### src/rtl/conv_idx_addr_gen.sv
// Turns the layer controller's one-hot phase flags into image/conv/pool memory addresses and strobes,
// and owns the local_idx/row_idx counters the controller watches. All outputs are registered (1-cycle latency).
module conv_idx_addr_gen #(
  parameter int LOCAL_IDX_WIDTH  = 16,
  parameter int IMG_W_LOG2       = 6,
  parameter int F_GEN_IN_ADDR    = 0,
  parameter int F_READ_IN_ENB    = 1,
  parameter int F_CONV_RELU_ENB  = 2,
  parameter int F_WRITE_CONV_ENB = 3,
  parameter int F_GEN_CONV_ADDR  = 4,
  parameter int F_READ_CONV_ENB  = 5,
  parameter int F_WRITE_POOL_ENB = 6,
  parameter int F_WRITE_FLAT_ENB = 7
) (
  input  logic                       clk,
  input  logic                       reset,
  input  logic [11:0]                flags,
  input  logic                       local_idx_rst,
  input  logic                       row_idx_rst,
  output logic [LOCAL_IDX_WIDTH-1:0] local_idx,
  output logic [7:0]                 row_idx,
  output logic [2*IMG_W_LOG2-1:0]    iaddr,
  output logic                       ipad,
  output logic [2*IMG_W_LOG2-1:0]    caddr_wr,
  output logic                       cwr,
  output logic [2*IMG_W_LOG2-1:0]    caddr_rd,
  output logic                       crd,
  output logic [1:0]                 csel
);

  localparam int CW = IMG_W_LOG2;      // coordinate width
  localparam int AW = 2 * IMG_W_LOG2;  // full image address width
  localparam int PW = AW - 2;          // pooled-map address width

  typedef enum logic [2:0] {
    PH_IDLE,
    PH_IN_ADDR,
    PH_PASSIVE,
    PH_CONV_WR,
    PH_POOL_RD,
    PH_POOL_WR,
    PH_FLAT_WR
  } phase_t;

  phase_t        phase;
  logic [AW-1:0] in_ptr;
  logic [3:0]    tap;
  logic [AW:0]   conv_ptr;
  logic [PW-1:0] pool_ptr;
  logic [1:0]    quad;
  logic [PW-1:0] wr_ptr;
  logic [1:0]    dx, dy;
  logic [3:0]    tap_rem;
  logic [CW:0]   x, y;
  logic          any_flag;
  logic          unused_flags;

  assign unused_flags = ^flags[11:8];
  assign any_flag     = |flags[7:0];
  assign row_idx      = 8'(conv_ptr >> CW);

  // Lowest set bit wins; the legal pairs fall out naturally because the
  // address-generating flag of each pair is the lower bit.
  always_comb begin
    phase = PH_IDLE;
    if (flags[F_GEN_IN_ADDR])         phase = PH_IN_ADDR;
    else if (flags[F_READ_IN_ENB])    phase = PH_PASSIVE;
    else if (flags[F_CONV_RELU_ENB])  phase = PH_PASSIVE;
    else if (flags[F_WRITE_CONV_ENB]) phase = PH_CONV_WR;
    else if (flags[F_GEN_CONV_ADDR])  phase = PH_POOL_RD;
    else if (flags[F_READ_CONV_ENB])  phase = PH_POOL_RD;
    else if (flags[F_WRITE_POOL_ENB]) phase = PH_POOL_WR;
    else if (flags[F_WRITE_FLAT_ENB]) phase = PH_FLAT_WR;
  end

  // 3x3 tap offsets; coordinates carry one extra bit so -1 and IMG_W both
  // land with the top bit set, which is exactly the padding condition.
  always_comb begin
    dy = 2'd0;
    if (tap >= 4'd6)      dy = 2'd2;
    else if (tap >= 4'd3) dy = 2'd1;
    tap_rem = tap - {1'b0, dy, 1'b0} - {2'b00, dy};
    dx      = tap_rem[1:0];
    x = {1'b0, in_ptr[CW-1:0]}  + (CW+1)'(dx) - (CW+1)'(1);
    y = {1'b0, in_ptr[AW-1:CW]} + (CW+1)'(dy) - (CW+1)'(1);
  end

  always_ff @(posedge clk or posedge reset) begin
    if (reset) begin
      local_idx <= '0;
      in_ptr    <= '0;
      tap       <= '0;
      conv_ptr  <= '0;
      pool_ptr  <= '0;
      quad      <= '0;
      wr_ptr    <= '0;
      iaddr     <= '0;
      ipad      <= 1'b0;
      caddr_wr  <= '0;
      cwr       <= 1'b0;
      caddr_rd  <= '0;
      crd       <= 1'b0;
      csel      <= 2'd0;
    end else begin
      if (row_idx_rst || local_idx_rst)
        local_idx <= '0;
      else if (any_flag && !(&local_idx))
        local_idx <= local_idx + LOCAL_IDX_WIDTH'(1);

      cwr  <= 1'b0;
      crd  <= 1'b0;
      csel <= 2'd0;
      ipad <= 1'b0;

      if (row_idx_rst) begin
        in_ptr   <= '0;
        tap      <= '0;
        conv_ptr <= '0;
        pool_ptr <= '0;
        quad     <= '0;
        wr_ptr   <= '0;
      end else begin
        if (local_idx_rst)
          wr_ptr <= '0;

        case (phase)
          PH_IN_ADDR: begin
            iaddr <= {y[CW-1:0], x[CW-1:0]};
            ipad  <= x[CW] | y[CW];
            if (tap == 4'd8) begin
              tap    <= '0;
              in_ptr <= in_ptr + AW'(1);
            end else begin
              tap <= tap + 4'd1;
            end
          end
          PH_CONV_WR: begin
            if (!conv_ptr[AW]) begin
              cwr      <= 1'b1;
              csel     <= 2'd1;
              caddr_wr <= conv_ptr[AW-1:0];
              conv_ptr <= conv_ptr + (AW+1)'(1);
            end
          end
          PH_POOL_RD: begin
            caddr_rd <= {pool_ptr[PW-1:CW-1], quad[1], pool_ptr[CW-2:0], quad[0]};
            crd      <= flags[F_READ_CONV_ENB];
            csel     <= flags[F_READ_CONV_ENB] ? 2'd1 : 2'd0;
            quad     <= quad + 2'd1;
            if (quad == 2'd3 && !(&pool_ptr))
              pool_ptr <= pool_ptr + PW'(1);
          end
          PH_POOL_WR, PH_FLAT_WR: begin
            cwr      <= 1'b1;
            csel     <= (phase == PH_POOL_WR) ? 2'd2 : 2'd3;
            caddr_wr <= {2'b00, wr_ptr};
            if (!local_idx_rst)
              wr_ptr <= wr_ptr + PW'(1);
          end
          default: ;
        endcase
      end
    end
  end

endmodule

### config.mk
export PLATFORM = sky130hd
export DESIGN_NAME = conv_idx_addr_gen
export DESIGN_NICKNAME = d
export VERILOG_FILES = /design/src/rtl/conv_idx_addr_gen.sv
export SDC_FILE = /design/constraint.sdc
export NUM_CORES = 1
export LEC_CHECK = 0
export CAP_MARGIN = 20
export CORE_MARGIN = 3
export CORE_UTILIZATION = 50
export DETAILED_ROUTE_END_ITERATION = 16
export PLACE_DENSITY_LB_ADDON = 0.15
export RECOVER_POWER = 50
export SETUP_SLACK_MARGIN = 0.5
export SLEW_MARGIN = 15
export SYNTH_ARGS = -nofsm -noshare
export SYNTH_HDL_FRONTEND = slang
export SYNTH_SLANG_ARGS = --single-unit
### constraint.sdc
create_clock -name clk -period 6.4 [get_ports clk]
set_input_delay 0.96 -clock clk [delete_from_list [all_inputs] [get_ports clk]]
set_output_delay 0.96 -clock clk [all_outputs]
set_load 0.05 [all_outputs]
==> results of run 1 <==
-- state kept, by name, summed over array words and instances (netlist names), 2 cells and up --
signal     flops
quad           2
caddr_wr      12
caddr_rd      12
in_ptr        12
local_idx     16
wr_ptr        10
pool_ptr      10
iaddr         12
conv_ptr      13
tap            4
csel           2
-- area by class of cell --
class	count	share of cell area
timing repair buffer	79	0.108
inverter	30	0.0159
tap	143	0.0249
multi-input combinational	439	0.434
sequential	108	0.377
clock buffer	11	0.0338
clock inverter	4	0.00697
-- cell families after synthesis --
family / share of synthesized area
AO/OA/AOI/OAI: 0.113
XOR/XNOR: 0.0415
adder cells (fa/ha/maj): 0.0699
buffers and inverters: 0.0478
flip-flops: 0.441
multiplexers: 0.0893
other: 0.000612
AND/OR/NAND/NOR: 0.196
-- layout by cell type, fill, tap and decap left out, types with 4 or more instances in the layout --
| cell | netlist | final |
|---|---|---|
| a211oi_1 | 8 | 8 |
| a21o_1 | 6 | 6 |
| a21oi_1 | 31 | 31 |
| a31oi_1 | 4 | 4 |
| and2_1 | 7 | 7 |
| and3_1 | 11 | 11 |
| and4_1 | 8 | 8 |
| clkbuf_16 | 0 | 9 |
| clkdlybuf4s50_1 | 0 | 47 |
| dfrtp_1 | 108 | 108 |
| dlygate4sd3_1 | 0 | 27 |
| ha_1 | 31 | 31 |
| inv_1 | 30 | 29 |
| mux2_1 | 16 | 16 |
| mux2_2 | 21 | 21 |
| mux2i_1 | 13 | 13 |
| nand2_1 | 45 | 45 |
| nand3_1 | 22 | 22 |
| nand4_1 | 17 | 17 |
| nor2_1 | 43 | 43 |
| nor3_1 | 5 | 5 |
| nor4_1 | 6 | 7 |
| o211ai_1 | 5 | 5 |
| o21ai_0 | 24 | 24 |
| o31ai_1 | 12 | 12 |
| or2_2 | 6 | 6 |
| or3_1 | 17 | 17 |
| or4_1 | 13 | 13 |
| xnor2_1 | 17 | 17 |
| xor2_1 | 12 | 12 |
-- worst reg2reg max path: stages (launching register included) --
cell     delay [ps]
dfrtp_1         500
ha_1            240
o21a_1          170
or3_1           370
inv_1            70
ha_1            230
ha_1            180
nor2_1          120
xor2_1          190
xnor2_1         120
ha_1            290
inv_1            40
ha_1            230
fa_1            430
a21o_1          180
a21oi_1         160
xor2_1          160
o21ai_0          80
-- how the worst max path moves through the flow --
| stage | slack, ps | depth (start not counted) | to | startpoint |
|---|---|---|---|---|
| 2_1_floorplan | 2590 | 1 | caddr_rd[0] | reset |
| 3_3_place_gp | 2580 | 18 | iaddr[5] | tap[0] |
| 3_5_place_dp | 2480 | 17 | iaddr[5] | tap[1] |
| 4_1_cts | 2460 | 17 | iaddr[5] | tap[1] |
| 5_1_grt | 1830 | 3 | in_ptr[3] | reset |
| 6_report | 2480 | 3 | caddr_wr[6] | reset |
-- power groups by stage --
stage	Clock (mW)	Combinational (mW)	Sequential, mW
finish	0.560	0.218	0.714
global route	0.600	0.236	0.717
CTS	0.577	0.229	0.715
detailed placement	0	0.228	0.728
global placement	0	0.224	0.727
floorplan	0	0.0874	0.795
-- layer usage --
layer,vias up,global-route usage,share of wire
met5,-,0,0
li1,2303,-,-
met1,2370,0.284,0.46
met4,0,0.0719,0.017
met3,20,0.0420,0.044
met2,110,0.344,0.48
==> summary.md, run 1 <==
| Metric | Value |
|---|---|
| Status | `complete, but fails checks` |
| Failing checks | `max-capacitance violations, max-slew violations` |
| Sequential fraction of design power | `0.479` |
| Max Fclk | `0.255 GHz` |
| Cell count after synthesis | `611` |
| Drc violations | `0` |
| CP top delay family | `buffers and inverters` |
| Vias in the first global route | `4746` |
| Most frequent cells after synthesis | `108 x dfrtp_1, 45 x nand2_1, 43 x nor2_1` |
| CTS clk-pin slew, worst paths | `70 ps` |
| Comb pwr share | `0.146` |
| Slew @ Worst Pin | `2390 ps` |
| CTS tree | `yes` |
| Hold Crit Endpoint | `iaddr[11]` |
| Layout Utilization | `0.613` |
| Fin Hold WS | `473 ps` |
| Net Count, Synth | `660` |
| Cell area after placement | `0.00690 sq mm` |
| Crit path cell chain | `dlygate4sd3_1 -> clkinvlp_2 -> clkbuf_2` |
| CP bufs+invs | `3` |
| Gr usage total | `0.211` |
| Maximum vdd drop | `0.202 mV` |
| Post-CTS Setup Inserts | `0` |
| Post-route setup TNS | `0 ps` |
| Total number of vias | `4803` |
| Distinct cells, synth | `57` |
| Clock Power Share | `0.375` |
| Pwr per Cell Area | `208 mW/mm^2` |
| Most common cell in the netlist | `dfrtp_1` |
| Post-layout instance area | `0.00718 sq mm` |
| Clock sink count | `108` |
| Post-DP HPWL | `9470 um` |
| DIE AREA | `0.0136 sq mm` |
| Final period util | `0.613` |
| Seq cells post-synth | `108` |
| GP Congestion | `0.854` |
| Main synth FF type | `dfrtp_1` |
| TritonCTS buffer count | `9` |
| Final worst setup slack | `2480 ps` |
| Grt total ovfl | `0` |
| Top cell type's share of synthesized area | `0.441` |
| Largest net degree at the start of global routing | `66` |
| R2R Path End | `iaddr[5]` |
| Worst-path maximum fanout | `57` |
| Crit path largest cell delay | `1360 ps` |
| Netlist Area Pre-Place | `0.00613 sq mm` |
| Crit-path slowest cell | `clkinvlp_2` |
| Most area-hungry cell type in the Yosys netlist | `dfrtp_1` |
| CP Class | `in2async` |
| Sw power | `0.408 mW` |
| Power Total | `1.49 mW` |
| Footprint of the multi-input gates | `0.00312 sq mm` |
| Finished Layout Cells | `814` |
| Worst EP arrival | `4140 ps` |
| Total wire length | `13500 um` |
| Die Span Y | `117 um` |
| Share of cells above drive strength 1 | `0.0805` |
| FF-to-FF setup slack | `2480 ps` |
| Clock latency on the worst-skew pair | `350 ps` |
| Slew HR | `-0.605` |
| Worst slack at placement | `2480 ps` |
| Final Hold Viols | `0` |
| Synth Warn # | `0` |
| Final setup fails | `0` |
| Unrepaired setup endpoints after global routing | `false` |
| Min Tclk post-route | `3920 ps` |
| Hold_sp | `iaddr[11]` |
| Mean Syn Cell Area | `10.0 sq um` |
| Initial core utilization | `0.523` |
| Reg-to-reg startpoint | `tap[1]` |
| Initial antenna violation count | `0` |
| Clock Skew | `5.35 ps` |
| Core Area | `0.0117 sq mm` |
| # IOs | `81` |
| Clock root buffer | `clkbuf_16` |
| Drt pass-1 iters | `4` |
| Ant diodes | `0` |
| P_int | `1.08 mW` |
| Width of the die | `117 um` |
| Cell row count | `39` |
| Hold_buf cts | `0` |
| Synth area leaders | `dfrtp_1 44%, ha_1 6.3%, mux2_2 3.9%` |
| Sw frac | `0.273` |
| Hold depth | `2` |
| Via density | `5.90` |
| Critical path endpoint category | `asynchronous set/reset pin` |
| Layout net count | `716` |
| Post-route ant nets | `0` |
| DRT iter0 DRCs | `405` |
| Required @ worst endpoint | `6620 ps` |
| Area Overhead vs Synth | `17.2%` |
| FF/Latch Area | `0.00270 sq mm` |
| Post-synthesis sequential area ratio | `0.441` |
| First-pass GRT wire length | `22900 um` |
| Leak | `3.18 nW` |
| Max Cap Viol | `1` |
| Async SR Flop Fraction | `1.00` |
| WL per Instance | `16.6 um` |
| R2R cell count | `17` |
| PortBufs | `75` |
| Post_cts resized | `0` |
| EDFF count, synth | `0` |
| CP Launch Type | `input port` |
| DP Cell Count | `799` |
| Class of the most critical hold timing path | `reg2reg` |
| Fillers | `1007` |
| Max Slew Vio Count | `53` |
| # H-tree levels | `3` |
| Clock buffer depth | `2` |
(Power assumes the default switching activity.)
==> run 2: changes to the inputs <==
==> constraint.sdc (replaced) <==
create_clock -name clk -period 3.96 [get_ports clk]
set_input_delay 0.594 -clock clk [delete_from_list [all_inputs] [get_ports clk]]
set_output_delay 0.594 -clock clk [all_outputs]
set_load 0.05 [all_outputs]
==> summary.md, run 2 (synthesis results as in run 1) <==
| Metric | Value |
|---|---|
| Critical path endpoint category | `flip-flop` |
| Largest registers | `local_idx (16), conv_ptr (13)` |
| CTS clk-pin slew, worst paths | `80 ps` |
| Core Area | `0.0117 sq mm` |
| Post-DP HPWL | `9620 um` |
| Status | `complete, but fails checks` |
| Total number of vias | `4926` |
| PortBufs | `75` |
| Max Cap Viol | `1` |
| Max reg flops | `16` |
| Power Total | `2.42 mW` |
| Slew HR | `-0.186` |
| Total wire length | `14300 um` |
| Gr usage total | `0.216` |
| Finished Layout Cells | `830` |
| Min Tclk post-route | `3530 ps` |
| Clock buffer depth | `2` |
| Clock root buffer | `clkbuf_16` |
| Vias in the first global route | `4927` |
| Slew @ Worst Pin | `1770 ps` |
| Clock latency on the worst-skew pair | `350 ps` |
| Hold_buf cts | `0` |
| Initial core utilization | `0.523` |
| Drc violations | `0` |
| Area Overhead vs Synth | `21.1%` |
| CP Class | `reg2reg` |
| Leak | `3.25 nW` |
| Max Slew Vio Count | `37` |
| Max Fclk | `0.283 GHz` |
| CTS tree | `yes` |
| Drt pass-1 iters | `7` |
| Final setup fails | `0` |
| FF-to-FF setup slack | `430 ps` |
| Via density | `5.93` |
| DRT iter0 DRCs | `343` |
| Clock Skew | `7.64 ps` |
| Class of the most critical hold timing path | `reg2reg` |
| Register with the most flip-flops | `local_idx` |
| CP Launch Type | `flip-flop` |
| Final period util | `0.892` |
| Cell row count | `39` |
| Ant diodes | `0` |
| Share of cells above drive strength 1 | `0.128` |
| Post-layout instance area | `0.00742 sq mm` |
| Grt total ovfl | `0` |
| Unrepaired setup endpoints after global routing | `true` |
| Final Hold Viols | `0` |
| Clock sink count | `108` |
| Failing checks | `max-capacitance violations, max-slew violations` |
| DIE AREA | `0.0136 sq mm` |
| Cell area after placement | `0.00693 sq mm` |
| WL per Instance | `17.2 um` |
| # H-tree levels | `3` |
| Width of the die | `117 um` |
| First-pass GRT wire length | `23600 um` |
| Maximum vdd drop | `0.215 mV` |
| Layout net count | `731` |
| GP Congestion | `0.858` |
| Worst EP arrival | `3740 ps` |
| TritonCTS buffer count | `9` |
| DP Cell Count | `800` |
| Die Span Y | `117 um` |
| # IOs | `81` |
| Initial antenna violation count | `0` |
| Commonest non-fill, non-tap cells in the layout | `107 x dfrtp_1, 52 x clkdlybuf4s50_1, 45 x nand2_1` |
| Pwr per Cell Area | `326 mW/mm^2` |
| Post-route ant nets | `0` |
| Largest net degree at the start of global routing | `73` |
| Required @ worst endpoint | `4160 ps` |
| Commonest non-fill, non-tap cell in the layout | `dfrtp_1` |
| Worst-path maximum fanout | `4` |
| Post-route setup TNS | `0 ps` |
==> run 2: power breakdown <==
| group | leakage [nW] | switching [mW] | internal (mW) | total (mW) |
|---|---|---|---|---|
| Clock | 0.136 | 0.428 | 0.431 | 0.859 |
| Sequential | 1.47 | 0.0187 | 1.13 | 1.15 |
| Combinational | 1.64 | 0.257 | 0.148 | 0.405 |
==> run 2: repair_timing <==
action	4_1_cts	5_1_grt
pin swaps	13	12
buffers inserted	12	2
gates resized for setup	24	5
setup endpoints to repair	5	5
==> run 2: final timing paths <==
kind,endpoint,startpoint,cells after the start
max,iaddr[5],tap[1],17
min,iaddr[9],iaddr[9],2
max reg2reg,iaddr[5],tap[1],17
min reg2reg,iaddr[9],iaddr[9],2
max in group asynchronous,conv_ptr[11],reset,3
min in group asynchronous,local_idx[8],reset,2
==> run 2: area by class of cell <==
class / count / area, sq um
clock inverter: 7 / 48.8
inverter: 30 / 119
sequential: 108 / 2700
multi-input combinational: 439 / 3240
tap: 143 / 179
timing repair buffer: 94 / 901
fill: 941 / 4290
clock buffer: 9 / 225
==> run 2: per-stage QoR <==
stage | setup WS [ps] | hold WS, ps | utilization
6_report | 427 | 477 | 0.634
5_1_grt | 258 | 510 | 0.634
2_1_floorplan | 393 | 500 | -
3_5_place_dp | 105 | 474 | 0.591
3_3_place_gp | 203 | 465 | 0.591
4_1_cts | 484 | 490 | 0.632
==> run 2: critical path, cell delays in order, from the launching register on <==
cell and delay, ps:
dfrtp_2 460, ha_4 170, o21a_1 180, or3_4 390, inv_4 70, ha_4 210, ha_4 160, nor2_4 100
xor2_2 170, xnor2_1 100, ha_1 290, inv_2 40, ha_4 150, fa_2 340, a21o_1 170, a21oi_2 140
xor2_1 150, o21ai_1 70
==> run 2: routing by layer <==
metal,GRT usage,vias up,routed length [um]
met5,0,-,0
met3,0.0342,18,643
met4,0.0703,0,231
met2,0.369,121,7100
met1,0.283,2445,6310
li1,-,2342,-
